--- config.mk ---
export PLATFORM = sky130hd
export DESIGN_NAME = mbist_march_ctrl
export DESIGN_NICKNAME = d
export VERILOG_FILES = /design/src/rtl/mbist_march_ctrl.sv
export SDC_FILE = /design/constraint.sdc
export NUM_CORES = 1
export LEC_CHECK = 0
export ABC_AREA = 1
export ABC_CLOCK_PERIOD_IN_PS = 3200
export CAP_MARGIN = 20
export CORE_AREA = 2 2 84 86
export CTS_CLUSTER_DIAMETER = 40
export DETAILED_ROUTE_END_ITERATION = 8
export DIE_AREA = 0 0 86 88
export PLACE_DENSITY = 0.8
export SLEW_MARGIN = 10
export SYNTH_ARGS = -nofsm -noshare
export SYNTH_HDL_FRONTEND = slang
export SYNTH_SLANG_ARGS = --single-unit
export TNS_END_PERCENT = 50
--- constraint.sdc ---
create_clock -name clk -period 3.2 [get_ports clk]
set_input_delay 0.48 -clock clk [delete_from_list [all_inputs] [get_ports clk]]
set_output_delay 0.48 -clock clk [all_outputs]
set_load 0.005 [all_outputs]
--- src/rtl/mbist_march_ctrl.sv ---
`default_nettype none
// mbist_march_ctrl: March C- memory BIST sequencer with one-shot repair request
// and sticky done/fail status. Rev 1.0
module mbist_march_ctrl #(
  parameter int BIST_ADDR_WD = 9,
  parameter int BIST_DATA_WD = 32
) (
  input  logic                    clk,
  input  logic                    rst_n,
  input  logic                    bist_run,
  input  logic [BIST_DATA_WD-1:0] bist_rdata,
  output logic                    bist_en,
  output logic [BIST_ADDR_WD-1:0] bist_addr,
  output logic [BIST_DATA_WD-1:0] bist_wdata,
  output logic                    bist_wr,
  output logic                    bist_rd,
  output logic                    bist_error,
  output logic [BIST_ADDR_WD-1:0] bist_error_addr,
  output logic                    bist_done,
  output logic                    bist_fail
);

  localparam logic [BIST_ADDR_WD-1:0] ADDR_LAST = '1;
  localparam logic [BIST_ADDR_WD-1:0] ADDR_ONE  = {{(BIST_ADDR_WD-1){1'b0}}, 1'b1};
  localparam logic [2:0]              ELEM_LAST = 3'd5;

  typedef enum logic [1:0] {IDLE = 2'd0, RUN = 2'd1, DRAIN = 2'd2, DONE = 2'd3} state_t;

  state_t                  state_q;
  logic [2:0]              elem_q;
  logic [BIST_ADDR_WD-1:0] addr_q;
  logic                    err_seen_q;
  logic                    cmp_vld_q;
  logic                    cmp_bg_q;
  logic [BIST_ADDR_WD-1:0] cmp_addr_q;
  logic                    en_q;
  logic                    wr_q;
  logic                    rd_q;
  logic [BIST_DATA_WD-1:0] wdata_q;
  logic                    error_q;
  logic [BIST_ADDR_WD-1:0] err_addr_q;
  logic                    done_q;
  logic                    fail_q;

  logic [2:0]              elem_d;
  logic [BIST_ADDR_WD-1:0] addr_d;
  logic                    rd_phase_d;
  logic                    wbg_d;
  logic                    elem_down;
  logic                    elem_two_op;
  logic                    elem_end;
  logic                    march_end;
  logic                    exp_bg;
  logic                    mismatch;

  // Next operation of the march; rd_q doubles as the R/W phase of the current op.
  always_comb begin
    elem_down   = (elem_q >= 3'd3);
    elem_two_op = (elem_q != 3'd0) && (elem_q != ELEM_LAST);
    elem_end    = elem_down ? (addr_q == '0) : (addr_q == ADDR_LAST);
    exp_bg      = (elem_q == 3'd2) || (elem_q == 3'd4);
    elem_d      = elem_q;
    addr_d      = addr_q;
    rd_phase_d  = 1'b1;
    march_end   = 1'b0;
    if (elem_two_op && rd_q) begin
      rd_phase_d = 1'b0;
    end else if (elem_end) begin
      if (elem_q == ELEM_LAST) begin
        march_end = 1'b1;
      end else begin
        elem_d = elem_q + 3'd1;
        addr_d = (elem_q >= 3'd2) ? ADDR_LAST : '0;
      end
    end else begin
      addr_d     = elem_down ? (addr_q - ADDR_ONE) : (addr_q + ADDR_ONE);
      rd_phase_d = (elem_q != 3'd0);
    end
    wbg_d    = (elem_d == 3'd1) || (elem_d == 3'd3);
    mismatch = cmp_vld_q && (bist_rdata != {BIST_DATA_WD{cmp_bg_q}});
  end

  always_ff @(posedge clk or negedge rst_n) begin
    if (!rst_n) begin
      state_q    <= IDLE;
      elem_q     <= '0;
      addr_q     <= '0;
      err_seen_q <= 1'b0;
      cmp_vld_q  <= 1'b0;
      cmp_bg_q   <= 1'b0;
      cmp_addr_q <= '0;
      en_q       <= 1'b0;
      wr_q       <= 1'b0;
      rd_q       <= 1'b0;
      wdata_q    <= '0;
      error_q    <= 1'b0;
      err_addr_q <= '0;
      done_q     <= 1'b0;
      fail_q     <= 1'b0;
    end else begin
      error_q   <= 1'b0;
      cmp_vld_q <= 1'b0;
      case (state_q)
        IDLE: begin
          if (bist_run) begin
            state_q    <= RUN;
            en_q       <= 1'b1;
            done_q     <= 1'b0;
            fail_q     <= 1'b0;
            err_seen_q <= 1'b0;
            elem_q     <= '0;
            addr_q     <= '0;
            wr_q       <= 1'b1;
            rd_q       <= 1'b0;
            wdata_q    <= '0;
          end
        end
        RUN, DRAIN: begin
          if (!bist_run) begin
            state_q    <= IDLE;
            en_q       <= 1'b0;
            wr_q       <= 1'b0;
            rd_q       <= 1'b0;
            done_q     <= 1'b0;
            err_seen_q <= 1'b0;
            addr_q     <= '0;
            wdata_q    <= '0;
          end else if (mismatch && err_seen_q) begin
            state_q <= DONE;
            en_q    <= 1'b0;
            wr_q    <= 1'b0;
            rd_q    <= 1'b0;
            done_q  <= 1'b1;
            fail_q  <= 1'b1;
            addr_q  <= '0;
            wdata_q <= '0;
          end else if (mismatch) begin
            // Request repair and restart; the compare due next cycle is dropped.
            state_q    <= RUN;
            error_q    <= 1'b1;
            err_addr_q <= cmp_addr_q;
            err_seen_q <= 1'b1;
            elem_q     <= '0;
            addr_q     <= '0;
            wr_q       <= 1'b1;
            rd_q       <= 1'b0;
            wdata_q    <= '0;
          end else if (state_q == DRAIN) begin
            state_q <= DONE;
            en_q    <= 1'b0;
            done_q  <= 1'b1;
          end else begin
            cmp_vld_q  <= rd_q;
            cmp_bg_q   <= exp_bg;
            cmp_addr_q <= addr_q;
            if (march_end) begin
              state_q <= DRAIN;
              wr_q    <= 1'b0;
              rd_q    <= 1'b0;
            end else begin
              elem_q  <= elem_d;
              addr_q  <= addr_d;
              wr_q    <= ~rd_phase_d;
              rd_q    <= rd_phase_d;
              wdata_q <= {BIST_DATA_WD{wbg_d}};
            end
          end
        end
        DONE: begin
          if (!bist_run) state_q <= IDLE;
        end
        default: state_q <= IDLE;
      endcase
    end
  end

  assign bist_en         = en_q;
  assign bist_addr       = addr_q;
  assign bist_wdata      = wdata_q;
  assign bist_wr         = wr_q;
  assign bist_rd         = rd_q;
  assign bist_error      = error_q;
  assign bist_error_addr = err_addr_q;
  assign bist_done       = done_q;
  assign bist_fail       = fail_q;

endmodule
`default_nettype wire

==> metrics <==
total track usage between 10% and 20%; Gates resized, CTS repair 0; final setup fails 0; Mapped Nets just over 500; Hold Crit Class input pin to asynchronous set/reset pin; clock sinks 42; Syn Area/Cell slightly below 7 um2; Core Area 0.00664 mm2; P&R area growth vs syn 26.7%; Via density around 5.0; Skew-Pair Late Insertion Delay roughly 0.30 ns; global-route wire length before repair around 12000 um; Post-Synthesis Cells 452; f_max between 0.3 and 0.4 GHz; period utilization a little under nine tenths; Final min period roughly 2.7 ns; Std-Cell Rows 30; Reg2Reg Launch Point elem_q[0]; buffers plus inverters on the worst setup path 1; crit-path cells ha_1 -> ha_1 -> inv_1 -> nand3_2 -> ha_1 -> nand2_1 -> o21ai_0 -> nand2_1 -> o21ai_0 -> xor2_1 -> a21oi_1 -> nand2_1 -> nand2_1; Slew @ Worst Pin 0.893 ns; postcts setup bufs 0; Yosys top cell area share 33.4%; Worst Path Class, Setup flip-flop to flip-flop; CP top delay family adder cells; CTS max path bufs 2; grt total ovfl 0; layout cell share with drive strength beyond 1 under 10%; outcome complete, no violations; largest net degree at the start of global routing 43; drt initial violations about 160; drc violations 0; Fin. Hold Viols 0; Yosys warnings 0; cell taking the most area after synthesis dfrtp_1; Max-slew headroom between 40% and 50%; final wirelength ~7300 um; post-DP HPWL 5550 um; Yosys cell types 33; die height 88 um; CTS Hold Bufs 0; Antenna diodes 0; Worst Setup Start Kind flip-flop; CP max FO 11; setup tns final 0 ns; I/O pin count between 90 and 100; Port-buffer cells 90; CP arrival just under 3 ns; DIE WIDTH between 80 and 90 um; Critical Path Slowest Stage Cell dfrtp_1; GP Congestion 0.914; Critical R2R Capture bist_addr[6]; Initial Utilization roughly 47%; CTS tree done; final net count roughly 570; final cell count without fillers between 500 and 600; number of global-route vias before repair approximately 2.8k; #FFs+latches synth between 40 and 50; type of destination of the critical path flip-flop; Num CTS Buffers 5; Post-Syn Area between 0.003 and 0.004 mm2; Root Buffer clkbuf_8; Vias 2976; clk slew on worst S/H paths roughly 0.080 ns; R2R setup slack approximately 0.47 ns; Area contributors post-synth dfrtp_1 33%, nand2_1 19%, buf_4 7.4%; Req. time, crit path ~3.4 ns; max-capacitance violation count 0; cell count of the worst reg-to-reg path 13; Peak supply drop 0.000273 V; static leakage 2.00 nW; drt first pass iters 4; max-slew violation count 0; post-route total power approximately 0.0016 W; antenna viol nets, final 0; Avg WL per Cell 12.3 um; sequential fraction of the synthesis area approximately a third; Clock Skew 0.00595 ns; CP most frequent cell nand2_1; RSZ-0062 raised after global routing false; die area 0.00757 mm2; initial antenna violation count 0; hold slack 0.297 ns; H-tree depth 2; Post-Place Cells roughly 590; Layout fillers around 590; pwr dens between 400 and 500 mW/mm2; Crit path largest cell delay ~0.44 ns
## routing by layer
metal	GRT usage, %	vias up	routed length [um]
met2	34.5	92	3470
met1	24.8	1353	3230
met4	6.78	0	140
met5	0	-	0
met3	3.86	12	480
li1	-	1519	-
## how the worst max path moves through the flow
stage	startpoint	to	slack [ns]	cells after the start
2_1_floorplan	elem_q[0]	bist_addr[6]	0.77	13
3_3_place_gp	elem_q[0]	bist_addr[6]	0.61	13
3_5_place_dp	elem_q[0]	bist_addr[6]	0.53	13
4_1_cts	elem_q[0]	bist_addr[6]	0.50	13
5_1_grt	elem_q[0]	bist_addr[6]	0.21	13
6_report	elem_q[0]	bist_addr[6]	0.47	13
## Yosys cell counts, drive strengths merged
master and n:
a21oi 17, a22oi 1, buf 34, clkbuf 4, clkinv 1, dfrtp 42
fa 1, ha 18, inv 49, nand2 162, nand3 34, nand3b 5
nand4 8, nor2 36, nor3 6, nor3b 1, o21a 1, o21ai 22
o31a 1, or2 5, xnor2 2, xor2 2
## placed cells by master (no fill, tap or decap), types with 4 or more instances in the layout
cell               n
ha_1              18
nand3_1           29
or2_1              4
nand3b_1           5
clkdlybuf4s50_1   89
a21oi_1           17
dfrtp_1           42
nand3_2            4
nor2_1            34
nand2_1          158
nand4_1            8
o21ai_1            4
nor3_1             6
inv_1             44
clkbuf_8           5
inv_2              5
o21ai_0           18
## final cells by class
type                            count  area [um2]  area share (%)
Clock inverter                      2        37.5           0.942
Multi-Input combinational cell    322        1630            41.0
Sequential cell                    42        1050            26.4
Inverter                           50         188            4.71
Timing Repair Buffer               91         903            22.7
Clock buffer                        6        72.6            1.82
Tap cell                           80         100            2.51
## logic make-up (layout without fill, tap and decap cells)
| kind of cell | Yosys count | after routing | synth area share (%) |
|---|---|---|---|
| AND/OR/NAND/NOR | 257 | 257 | 36.0 |
| buffers and inverters | 88 | 149 | 14.7 |
| AO/OA/AOI/OAI | 42 | 42 | 6.96 |
| adder cells (fa/ha/maj) | 19 | 19 | 7.80 |
| flip-flops | 42 | 42 | 33.4 |
| XOR/XNOR | 4 | 4 | 1.11 |
## flip-flops by register name (all words and copies together) (netlist names)
register / flops
bist_en: 1
bist_addr: 9
err_seen_q: 1
cmp_vld_q: 1
bist_error: 1
state_q: 2
cmp_bg_q: 1
elem_q: 3
bist_wr: 1
bist_done: 1
bist_fail: 1
cmp_addr_q: 9
bist_rd: 1
bist_error_addr: 9
bist_wdata: 1
## power by group
part	total (W)	internal [W]	switching [W]
registers	0.000619	0.000578	0.0000418
logic	0.000592	0.000220	0.000372
clock network	0.000418	0.000233	0.000185
total	0.00163	0.00103	0.000599
## through the flow
step / cell area (um2) / util (%) / worst slack [ns]
2_1_floorplan: 3150 / - / 0.768
3_3_place_gp: 3870 / 58.3 / 0.608
3_5_place_dp: 3870 / 58.3 / 0.526
4_1_cts: 3980 / 60.0 / 0.502
5_1_grt: 3980 / 60.0 / 0.213
6_report: 3980 / 60.0 / 0.470
## worst register-to-register path, stage by stage (launching register included)
cell and delay (ns):
dfrtp_1 0.44, ha_1 0.23, ha_1 0.17, inv_1 0.06
nand3_2 0.22, ha_1 0.44, nand2_1 0.07, o21ai_0 0.31
nand2_1 0.09, o21ai_0 0.23, xor2_1 0.17, a21oi_1 0.08
nand2_1 0.08, nand2_1 0.05
(Power assumes the default switching activity.)
